$ cat src/rtl/tour_cmd_seq_if.sv
// Command bus between the UART wrapper, the tour sequencer and the command
// processor.
//   cmd_UART/cmd_rdy_UART : command from the UART wrapper
//   clr_cmd_rdy           : command processor consumed the current cmd
//   send_resp             : command processor finished the current cmd
//   cmd/cmd_rdy           : command presented to the command processor
//   resp                  : response byte returned to the UART
// master: the sequencer view; slave: the command processor / UART view.
interface tour_cmd_seq_if;
    logic [15:0] cmd_UART;
    logic        cmd_rdy_UART;
    logic        clr_cmd_rdy;
    logic        send_resp;
    logic [15:0] cmd;
    logic        cmd_rdy;
    logic [7:0]  resp;

    modport master (
        input  cmd_UART, cmd_rdy_UART, clr_cmd_rdy, send_resp,
        output cmd, cmd_rdy, resp
    );

    modport slave (
        output cmd_UART, cmd_rdy_UART, clr_cmd_rdy, send_resp,
        input  cmd, cmd_rdy, resp
    );
endinterface

$ cat src/rtl/tour_cmd_seq.sv
// Knight-tour command sequencer and UART command mux.
// After start_tour, walks NUM_MOVES one-hot moves read from the solver at
// mv_indx and issues a vertical move command followed by a horizontal
// fanfare command for each. While idle, UART commands pass straight through.
// Ports:
//   clk, rst_n  : clock, synchronous active-low reset
//   start_tour  : one-cycle pulse, solver finished
//   move        : one-hot move at mv_indx (combinational from the solver)
//   mv_indx     : move index presented to the solver
//   bus         : command bus (tour_cmd_seq_if.master)
//   tour_done   : one-cycle pulse after the last move completes; present only
//                 when TOUR_CMD_SEQ_DONE_EN is defined
// cmd, cmd_rdy and resp are combinational from state, mv_indx and move.
module tour_cmd_seq #(
    parameter int unsigned NUM_MOVES = 24
) (
    input  logic        clk,
    input  logic        rst_n,
    input  logic        start_tour,
    input  logic [7:0]  move,
    output logic [4:0]  mv_indx,
    tour_cmd_seq_if.master bus
`ifdef TOUR_CMD_SEQ_DONE_EN
    ,
    output logic        tour_done
`endif
);

    localparam int unsigned IDX_W      = 5;
    localparam logic [3:0]  OP_MOVE    = 4'b0010;
    localparam logic [3:0]  OP_FANFARE = 4'b0011;
    localparam logic [IDX_W-1:0] LAST_IDX = IDX_W'(NUM_MOVES - 1);

    localparam logic [7:0] HDG_NORTH  = 8'h00;
    localparam logic [7:0] HDG_SOUTH  = 8'h7F;
    localparam logic [7:0] HDG_EAST   = 8'hBF;
    localparam logic [7:0] HDG_WEST   = 8'h3F;
    localparam logic [7:0] RESP_IDLE  = 8'hA5;
    localparam logic [7:0] RESP_TOUR  = 8'h5A;

    typedef enum logic [2:0] {
        IDLE   = 3'd0,
        CMD_V  = 3'd1,
        WAIT_V = 3'd2,
        CMD_H  = 3'd3,
        WAIT_H = 3'd4
    } state_t;

    state_t     state;
    state_t     nxt_state;
    logic       last_move;
    logic [7:0] hdg_v;
    logic [3:0] sq_v;
    logic [7:0] hdg_h;
    logic [3:0] sq_h;

    assign last_move = (mv_indx == LAST_IDX);

    // Move decode; lowest set bit has priority, no bit set gives null legs.
    always_comb begin
        hdg_v = HDG_NORTH;
        sq_v  = 4'h0;
        hdg_h = HDG_NORTH;
        sq_h  = 4'h0;
        casez (move)
            8'b???????1: begin hdg_v = HDG_NORTH; sq_v = 4'd2; hdg_h = HDG_WEST; sq_h = 4'd1; end
            8'b??????10: begin hdg_v = HDG_NORTH; sq_v = 4'd2; hdg_h = HDG_EAST; sq_h = 4'd1; end
            8'b?????100: begin hdg_v = HDG_NORTH; sq_v = 4'd1; hdg_h = HDG_WEST; sq_h = 4'd2; end
            8'b????1000: begin hdg_v = HDG_SOUTH; sq_v = 4'd1; hdg_h = HDG_WEST; sq_h = 4'd2; end
            8'b???10000: begin hdg_v = HDG_SOUTH; sq_v = 4'd2; hdg_h = HDG_WEST; sq_h = 4'd1; end
            8'b??100000: begin hdg_v = HDG_SOUTH; sq_v = 4'd2; hdg_h = HDG_EAST; sq_h = 4'd1; end
            8'b?1000000: begin hdg_v = HDG_SOUTH; sq_v = 4'd1; hdg_h = HDG_EAST; sq_h = 4'd2; end
            8'b10000000: begin hdg_v = HDG_NORTH; sq_v = 4'd1; hdg_h = HDG_EAST; sq_h = 4'd2; end
            default: ;
        endcase
    end

    // State register.
    always_ff @(posedge clk) begin
        if (!rst_n) state <= IDLE;
        else        state <= nxt_state;
    end

    // Next-state logic; handshakes outside their own state are ignored.
    always_comb begin
        nxt_state = state;
        case (state)
            IDLE:    if (start_tour)      nxt_state = CMD_V;
            CMD_V:   if (bus.clr_cmd_rdy) nxt_state = WAIT_V;
            WAIT_V:  if (bus.send_resp)   nxt_state = CMD_H;
            CMD_H:   if (bus.clr_cmd_rdy) nxt_state = WAIT_H;
            WAIT_H:  if (bus.send_resp)   nxt_state = last_move ? IDLE : CMD_V;
            default:                      nxt_state = IDLE;
        endcase
    end

    // Output mux; cmd is held through WAIT_* so it stays stable after consume.
    always_comb begin
        bus.cmd     = bus.cmd_UART;
        bus.cmd_rdy = bus.cmd_rdy_UART;
        bus.resp    = RESP_IDLE;
        case (state)
            CMD_V: begin
                bus.cmd     = {OP_MOVE, hdg_v, sq_v};
                bus.cmd_rdy = 1'b1;
                bus.resp    = RESP_TOUR;
            end
            WAIT_V: begin
                bus.cmd     = {OP_MOVE, hdg_v, sq_v};
                bus.cmd_rdy = 1'b0;
                bus.resp    = RESP_TOUR;
            end
            CMD_H: begin
                bus.cmd     = {OP_FANFARE, hdg_h, sq_h};
                bus.cmd_rdy = 1'b1;
                bus.resp    = RESP_TOUR;
            end
            WAIT_H: begin
                bus.cmd     = {OP_FANFARE, hdg_h, sq_h};
                bus.cmd_rdy = 1'b0;
                // Final acknowledge of the tour reads as idle.
                bus.resp    = last_move ? RESP_IDLE : RESP_TOUR;
            end
            default: ;
        endcase
    end

    // Move index; saturates at the last move because WAIT_H then exits to IDLE.
    always_ff @(posedge clk) begin
        if (!rst_n) begin
            mv_indx <= '0;
        end else if (state == IDLE && start_tour) begin
            mv_indx <= '0;
        end else if (state == WAIT_H && bus.send_resp && !last_move) begin
            mv_indx <= mv_indx + IDX_W'(1);
        end
    end

`ifdef TOUR_CMD_SEQ_DONE_EN
    // One-cycle completion pulse on the WAIT_H -> IDLE transition.
    always_ff @(posedge clk) begin
        if (!rst_n) tour_done <= 1'b0;
        else        tour_done <= (state == WAIT_H) && bus.send_resp && last_move;
    end
`endif

endmodule

$ cat src/flat_wrapper.sv
// flat-port wrapper written by rule: the top's interface ports become plain ports
module tour_cmd_seq_flat 
#(
    parameter int unsigned NUM_MOVES = 24
)
  (clk, rst_n, start_tour, move, mv_indx, bus_cmd_UART, bus_cmd_rdy_UART, bus_clr_cmd_rdy, bus_send_resp, bus_cmd, bus_cmd_rdy, bus_resp);
  tour_cmd_seq_if bus_i ();
  input  logic clk;
  input  logic rst_n;
  input  logic start_tour;
  input  logic [7:0] move;
  output logic [4:0] mv_indx;
  input wire logic [$bits(bus_i.cmd_UART)-1:0] bus_cmd_UART;
  input wire logic [$bits(bus_i.cmd_rdy_UART)-1:0] bus_cmd_rdy_UART;
  input wire logic [$bits(bus_i.clr_cmd_rdy)-1:0] bus_clr_cmd_rdy;
  input wire logic [$bits(bus_i.send_resp)-1:0] bus_send_resp;
  output wire logic [$bits(bus_i.cmd)-1:0] bus_cmd;
  output wire logic [$bits(bus_i.cmd_rdy)-1:0] bus_cmd_rdy;
  output wire logic [$bits(bus_i.resp)-1:0] bus_resp;
  assign bus_i.cmd_UART = bus_cmd_UART;
  assign bus_i.cmd_rdy_UART = bus_cmd_rdy_UART;
  assign bus_i.clr_cmd_rdy = bus_clr_cmd_rdy;
  assign bus_i.send_resp = bus_send_resp;
  assign bus_cmd = bus_i.cmd;
  assign bus_cmd_rdy = bus_i.cmd_rdy;
  assign bus_resp = bus_i.resp;
  tour_cmd_seq #(.NUM_MOVES(NUM_MOVES)) u_core (.clk(clk), .rst_n(rst_n), .start_tour(start_tour), .move(move), .mv_indx(mv_indx), .bus(bus_i));
endmodule
$ cat config.mk
export PLATFORM = sky130hd
export DESIGN_NAME = tour_cmd_seq_flat
export DESIGN_NICKNAME = d
export VERILOG_FILES = /design/src/rtl/tour_cmd_seq_if.sv /design/src/rtl/tour_cmd_seq.sv /design/src/flat_wrapper.sv
export SDC_FILE = /design/constraint.sdc
export NUM_CORES = 1
export LEC_CHECK = 0
export ABC_CLOCK_PERIOD_IN_PS = 1500
export CORE_MARGIN = 5
export CORE_UTILIZATION = 32
export CTS_CLUSTER_DIAMETER = 100
export DETAILED_ROUTE_END_ITERATION = 10
export GPL_TIMING_DRIVEN = 0
export PLACE_DENSITY = 0.73
export SLEW_MARGIN = 20
export SYNTH_ARGS = -nofsm -noshare
export SYNTH_HDL_FRONTEND = slang
export SYNTH_SLANG_ARGS = --single-unit
$ cat constraint.sdc
create_clock -name clk -period 1.5 [get_ports clk]
set_clock_uncertainty 0.2 [all_clocks]
set_input_delay 0.225 -clock clk [delete_from_list [all_inputs] [get_ports clk]]
set_output_delay 0.225 -clock clk [all_outputs]
set_load 0.01 [all_outputs]
# Word level (Yosys, flattened, before mapping)
# Index checks and enable logic that the tools add are counted.
# word_totals
reg_bits	8
word_cells	53
# classes
n_addsub	1
n_eq_ne	17
muxes	15
bitwise_logic	1
n_reduce_logical	17
# op_table
op	count
16-bit case mux with 2 select lines	1
8-bit case mux with 2 select lines	2
4-bit OR reduction	5
3-bit 2-to-1 mux	5
3-bit case mux with 5 select lines	1
5-bit equality test, second input constant	2
2-bit != test, second input constant	5
2-bit OR reduction	5
8-bit equality test, second input constant	1
8-bit 2-to-1 mux	1
2-bit case mux with 2 select lines	2
7-bit equality test, second input constant	1
7-bit 2-to-1 mux	1
3-bit by 2-bit equality test with 1-bit output, second input constant	2
3-bit equality test, second input constant	2
6-bit equality test, second input constant	1
5-bit by 1-bit adder with 5-bit output, second input constant	1
5-bit AND reduction	1
4-bit equality test, second input constant	1
3-bit by 1-bit equality test with 1-bit output, second input constant	1
1-bit logical AND	3
3-bit logical NOT	1
3-bit OR reduction	1
2-bit equality test, second input constant	1
other kinds (4)	4

# Depth between registers and ports, before layout
# Gate-level depths: netlist of run 1.
# logic_depth
word_depth	4
depth_mapped	6
mapped_depth_nobuf	5

# Worst setup path after synthesis of run 1
# No wires, ideal clock.
# synth_path
path_type	reg2out
from	register u_core.state[2]
to	output bus_resp[2]
arrival_time_ns	1.590
setup_slack_ns	-0.515
path_stages_with_launch	6
path_cell_list	dfxtp_1 > buf_2 > clkbuf_1 > o21ai_0 > inv_1 > buf_4
# synth_via
elab_chain_cells	3
# synth_lines
element	line	text
from (decl)	tour_cmd_seq.sv:49	state_t state;
from (signal assigned)	tour_cmd_seq.sv:81	else state <= nxt_state;
3-bit by 1-bit equality test with 1-bit output or 3-bit by 2-bit equality test with 1-bit output (tied branches)	tour_cmd_seq.sv:102	case (state)
3-bit OR reduction (no line)	n/a	
8-bit case mux with 2 select lines (*)	tour_cmd_seq.sv:102	
to (decl)	flat_wrapper.sv:19	output wire logic [$bits(bus_i.resp)-1:0] bus_resp;
# Every way passes the cells marked *; elsewhere a longest branch is shown, timed or not.

# Worst setup path after layout of run 1
# layout_path
from	register u_core.state[0]
to	output bus_cmd[4]
# layout_via
elab_chain_cells	3
# layout_lines
element	line	text
3-bit by 2-bit equality test with 1-bit output, or another cell as far along	tour_cmd_seq.sv:102	
2-bit OR reduction (no line)	n/a	
16-bit case mux with 2 select lines (*)	tour_cmd_seq.sv:102	
to (decl)	flat_wrapper.sv:17	output wire logic [$bits(bus_i.cmd)-1:0] bus_cmd;
# Marks and branches as above.

==> flow_summary_export.csv, run 1 <==
group,metric,value,unit
status,status,"finished with violations",
status,violations,"setup timing",
pwr,peakVddDrop,0.668,mV
clock_tree,clock-root-buffer,"clkbuf_4",
sta,grt_setup_unrepaired,"yes",
place,dp_hpwl,2480,um
final_layout,seqCellArea,179,sq um
sta,finalWorstSetupSlack,-512,ps
clock_tree,clockBufferDepth,2,
place,dp_cells,211,
routing,drt-pass1-iter-count,6,
synthesis,synth.avg_cell_area,7.51,sq um
clock_tree,cts.clk_slew.worst_paths,60,ps
synthesis,ys_top_cells_by_count,"nor2_1, buf_4, dfxtp_1, o21ai_0",
critical_path,end_kind,"primary output",
critical_path,worstSetupStartpointType,"flip-flop",
flow_run,maxCapViolations,0,
sta,relSlewSlack,62.2,%
pwr,total_power,0.00123,W
synthesis,synth_most_common_cell,"nor2_1",
sta,fin_crit,2010,ps
sta,hold_violations,0,
pwr,p_leak,0.905,nW
global_route,grt_max_degree,11,
synthesis,synth_cells,121,
clock_tree,cts.sinks,8,
synthesis,synth_nets,152,
place,pre_cts_slack,-1180,ps
final_layout,multiInputGateArea,840,sq um
global_route,antenna_found_initial,0,
place,portBuffers,59,
routing,wl_per_cell,14.9,um
sta,finalMaxSlewViolations,0,
sta,setup_violations,31,
routing,drtIter0Drc,40,
clock_tree,h-tree-depth,1,
clock_tree,cts_hold_buffers,0,
floorplan,core,2730,sq um
synthesis,ys_warn_count,0,
synthesis,netlist.area_leader.share,17.6,%
synthesis,async_flop_share,0,%
global_route,grt_pass1_wl,5710,um
synthesis,ys_seq_area_share,17.6,%
floorplan,start_util,33.2,%
synthesis,yosys.area.top_type,"dfxtp_1",
routing,avgViaCountPerCell,5.32,
sta,timing.hold.ws,322,ps
clock_tree,clock_latency,260,ps
synthesis,post_synth_num_cell_types,46,
final_layout,area_growth,122,%
critical_path,crit_fanout,5,
final_layout,num-nets-final,242,
final_layout,diodes,0,
critical_path,crit_type,"reg -> out",
floorplan,die_h,63.3,um
sta,timing.fmax,497,MHz
sta,timing.setup.tns,-11440,ps
critical_path,cp.arrival,1590,ps
final_layout,fin_cells,241,
global_route,grt_pass1_vias,1215,
routing,vias,1283,
pwr,powerDensity,610,nW/um^2
synthesis,ys.flop_type,"dfxtp_1",
worst_hold_path,hold_path.class,"reg -> reg",
synthesis,synth_area_leaders,"dfxtp_1, buf_4, a21o_1",
floorplan,die_w,63.3,um
clock_tree,numCtsBuffers,3,
final_layout,drive_gt1_share,51.4,%
synthesis,ys_seq_elements,8,
sta,fin_crit_sh,134,%
floorplan,rows,19,
routing,ant_nets,0,
critical_path,required,1070,ps
synthesis,synth_edf_count,0,
floorplan,die-area,4000,sq um
sta,worst_pin_slew,561,ps
global_route,grt.total_usage,17.1,%
floorplan,num_io_pins,60,
clock_tree,tritoncts,"built",
routing,drc,0,
final_layout,num-fill-cells,205,
routing,finalWirelength,3590,um
place,gp_congestion,0.771,
global_route,grt_overflow,0,
synthesis,syn_area,908,sq um
metal layers:
layer | share of wire [%] | up-vias | track usage (%)
met5 | 0 | - | 0
met4 | 1.5 | 0 | 4.68
met3 | 8.0 | 6 | 5.51
met2 | 48 | 64 | 29.7
met1 | 43 | 592 | 20.0
li1 | - | 621 | -
final timing paths:
kind	startpoint	end	slack, ps	cells after the start
min reg2reg	u_core.mv_indx[4]$_SDFFE_PP0P_	u_core.mv_indx[4]$_SDFFE_PP0P_	320	2
min	u_core.mv_indx[4]$_SDFFE_PP0P_	u_core.mv_indx[4]$_SDFFE_PP0P_	320	2
max reg2reg	u_core.mv_indx[1]$_SDFFE_PP0P_	u_core.mv_indx[3]$_SDFFE_PP0P_	-200	7
max	u_core.state[0]$_SDFFE_PN0P_	bus_cmd[4]	-510	7
report_power, final:
| group | switching (W) | internal (W) |
|---|---|---|
| clock | 0.0000817 | 0.000102 |
| combinational | 0.000325 | 0.000486 |
| sequential | 0.0000184 | 0.000214 |
| total | 0.000425 | 0.000803 |
kinds of logic after synthesis:
family,Yosys count,share of synthesized area (%)
and+or+nand+nor,49,32.4
AOI/OAI and AO/OA,36,28.0
xor gates and xnor gates,6,5.79
buffers and inverters,18,11.6
adders and majority gates,1,1.38
DFF,8,17.6
muxes,3,3.31
through the flow:
step	cell area (sq um)	utilization, %
after floorplan	1000	-
after global placement	1630	59.8
after detailed placement	1630	59.8
after CTS	1870	68.2
after global routing	2010	73.6
final	2010	73.6
area by class of cell:
class | count | share of cell area (%)
Inverter | 5 | 0.932
Sequential cell | 8 | 8.89
Timing Repair Buffer | 87 | 38.8
Multi-Input combinational cell | 95 | 41.7
Clock buffer | 4 | 1.31
Buffer | 11 | 6.46
Tap cell | 31 | 1.93
flip-flops by register name, summed over array words and instances, names as in the netlist:
name            cells
u_core.mv_indx      5
u_core.state        3
layout by cell type, fill, tap and decap left out, types with 5 or more instances in the layout:
cell type / instances
nor2_1: 7
dlygate4sd2_1: 9
clkdlybuf4s50_1: 21
dfxtp_4: 5
buf_2: 13
buf_4: 20
a21o_1: 6
a21oi_1: 5
buf_6: 29
worst max-delay path, cell delays in order, from the launching register on:
cell and delay, ps:
dfxtp_4 420, nor2_4 70, xor2_2 180, buf_4 150
buf_6 120, buf_6 110, a21o_1 140, buf_2 130
repair_timing:
item / 4_1_cts / 5_1_grt
buffers inserted: 21 / 13
pin swaps: 21 / 11
endpoints found under the setup margin: 36 / 31
gates resized for setup: 165 / 23
Power figures use the tool's default switching activity.
==> run 2, diff against run 1 <==
--- a/config.mk
+++ b/config.mk
@@ -6,12 +6,14 @@
 export NUM_CORES = 1
 export LEC_CHECK = 0
 export ABC_CLOCK_PERIOD_IN_PS = 1500
+export CAP_MARGIN = 20
 export CORE_MARGIN = 5
 export CORE_UTILIZATION = 32
 export CTS_CLUSTER_DIAMETER = 100
 export DETAILED_ROUTE_END_ITERATION = 10
 export GPL_TIMING_DRIVEN = 0
 export PLACE_DENSITY = 0.73
+export REMOVE_ABC_BUFFERS = 1
 export SLEW_MARGIN = 20
 export SYNTH_ARGS = -nofsm -noshare
 export SYNTH_HDL_FRONTEND = slang
==> flow_summary_export.csv, run 2 (synthesis results as in run 1) <==
group,metric,value,unit
status,status,"finished with violations",
status,violations,"setup timing",
global_route,grt_overflow,0,
final_layout,num-nets-final,246,
final_layout,top_regs,"u_core.mv_indx (5), u_core.state (3)",
routing,wl_per_cell,20.2,um
sta,worst_pin_slew,437,ps
critical_path,required,1070,ps
sta,hold_violations,0,
sta,timing.fmax,487,MHz
floorplan,start_util,33.2,%
sta,timing.setup.tns,-12190,ps
clock_tree,cts.clk_slew.worst_paths,60,ps
sta,setup_violations,32,
worst_hold_path,hold_path.class,"reg -> reg",
floorplan,core,2730,sq um
place,portBuffers,59,
routing,drtIter0Drc,46,
clock_tree,numCtsBuffers,3,
pwr,p_leak,0.960,nW
global_route,grt.total_usage,19.8,%
clock_tree,cts.sinks,8,
floorplan,rows,19,
final_layout,top_register,"u_core.mv_indx",
global_route,grt_max_degree,13,
final_layout,diodes,0,
floorplan,die-area,4000,sq um
sta,grt_setup_unrepaired,"yes",
final_layout,area_growth,137,%
routing,drc,0,
sta,fin_crit,2050,ps
critical_path,worstSetupStartpointType,"flip-flop",
routing,avgViaCountPerCell,5.75,
global_route,grt_pass1_vias,1385,
final_layout,largest_reg_flops,5,
place,gp_congestion,0.784,
routing,finalWirelength,4930,um
clock_tree,tritoncts,"built",
place,dp_hpwl,2330,um
floorplan,num_io_pins,60,
final_layout,num-fill-cells,182,
routing,ant_nets,0,
floorplan,die_h,63.3,um
critical_path,end_kind,"primary output",
floorplan,die_w,63.3,um
pwr,peakVddDrop,0.589,mV
critical_path,crit_type,"reg -> out",
pwr,total_power,0.00128,W
critical_path,crit_fanout,4,
clock_tree,clock_latency,270,ps
routing,vias,1402,
clock_tree,clockBufferDepth,2,
pwr,powerDensity,594,nW/um^2
final_layout,mostFrequentLayoutCells,"buf_6, clkdlybuf4s50_1, buf_4",
final_layout,final_common_cell,"buf_6",
final_layout,drive_gt1_share,59.6,%
sta,relSlewSlack,70.8,%
global_route,antenna_found_initial,0,
clock_tree,clock-root-buffer,"clkbuf_4",
critical_path,cp.arrival,1630,ps
global_route,grt_pass1_wl,6510,um
routing,drt-pass1-iter-count,4,
sta,finalMaxSlewViolations,0,
clock_tree,h-tree-depth,1,
sta,finalWorstSetupSlack,-553,ps
sta,fin_crit_sh,137,%
flow_run,maxCapViolations,0,
==> run 2: critical path, cell delays in order (launching register included) <==
cell	delay (ps)
dfxtp_4	370
and2b_2	260
a21oi_4	200
o32ai_4	120
buf_6	130
a21o_1	150
buf_2	140
==> run 2: where the power goes <==
group          switching (W)  internal (W)  total, W
Combinational       0.000377      0.000486  0.000863
Sequential         0.0000180      0.000216  0.000234
Clock              0.0000886     0.0000926  0.000181
==> run 2: routing by layer <==
layer	vias to the layer above	track usage, %	share of wire, %
met2	92	38.3	52
met3	21	5.33	7.5
met5	-	0	0
met1	662	20.3	37
met4	0	5.97	3.0
li1	627	-	-
==> run 2: timing repair <==
action / in CTS / in global routing
setup endpoints to repair: 38 / 32
pin swaps: 29 / 18
hold buffers: 0 / 0
resized for setup: 184 / 52
setup buffers: 32 / 15
==> run 2: stage by stage <==
step           hold slack, ps  cells  setup WS [ps]  utilization, %  instance area [sq um]
6_report                  336    244           -553            78.8                   2150
4_1_cts                   328    233           -494            67.3                   1840
3_5_place_dp              320    198          -1350            53.1                   1450
2_1_floorplan             147    108          -1220               -                    822
3_3_place_gp              296    198          -1240            53.1                   1450
5_1_grt                   373    244           -592            78.8                   2150
==> run 2: path summary, 6_finish.rpt <==
kind,start,endpoint,slack [ps],cells past startpoint
setup / recovery,u_core.state[2]$_SDFFE_PN0P_,bus_cmd[7],-550,6
hold / removal,u_core.mv_indx[1]$_SDFFE_PP0P_,u_core.mv_indx[1]$_SDFFE_PP0P_,340,2
setup reg to reg,u_core.mv_indx[1]$_SDFFE_PP0P_,u_core.mv_indx[2]$_SDFFE_PP0P_,-200,7
hold reg to reg,u_core.mv_indx[1]$_SDFFE_PP0P_,u_core.mv_indx[1]$_SDFFE_PP0P_,340,2
==> run 2: cell type report <==
| type | instances | area [sq um] | area share [%] |
|---|---|---|---|
| Timing Repair Buffer | 102 | 958 | 44.5 |
| Sequential cell | 8 | 178 | 8.25 |
| Multi-Input combinational cell | 95 | 935 | 43.4 |
| Tap cell | 31 | 38.8 | 1.80 |
| Inverter | 5 | 21.3 | 0.988 |
| Clock buffer | 3 | 22.5 | 1.05 |
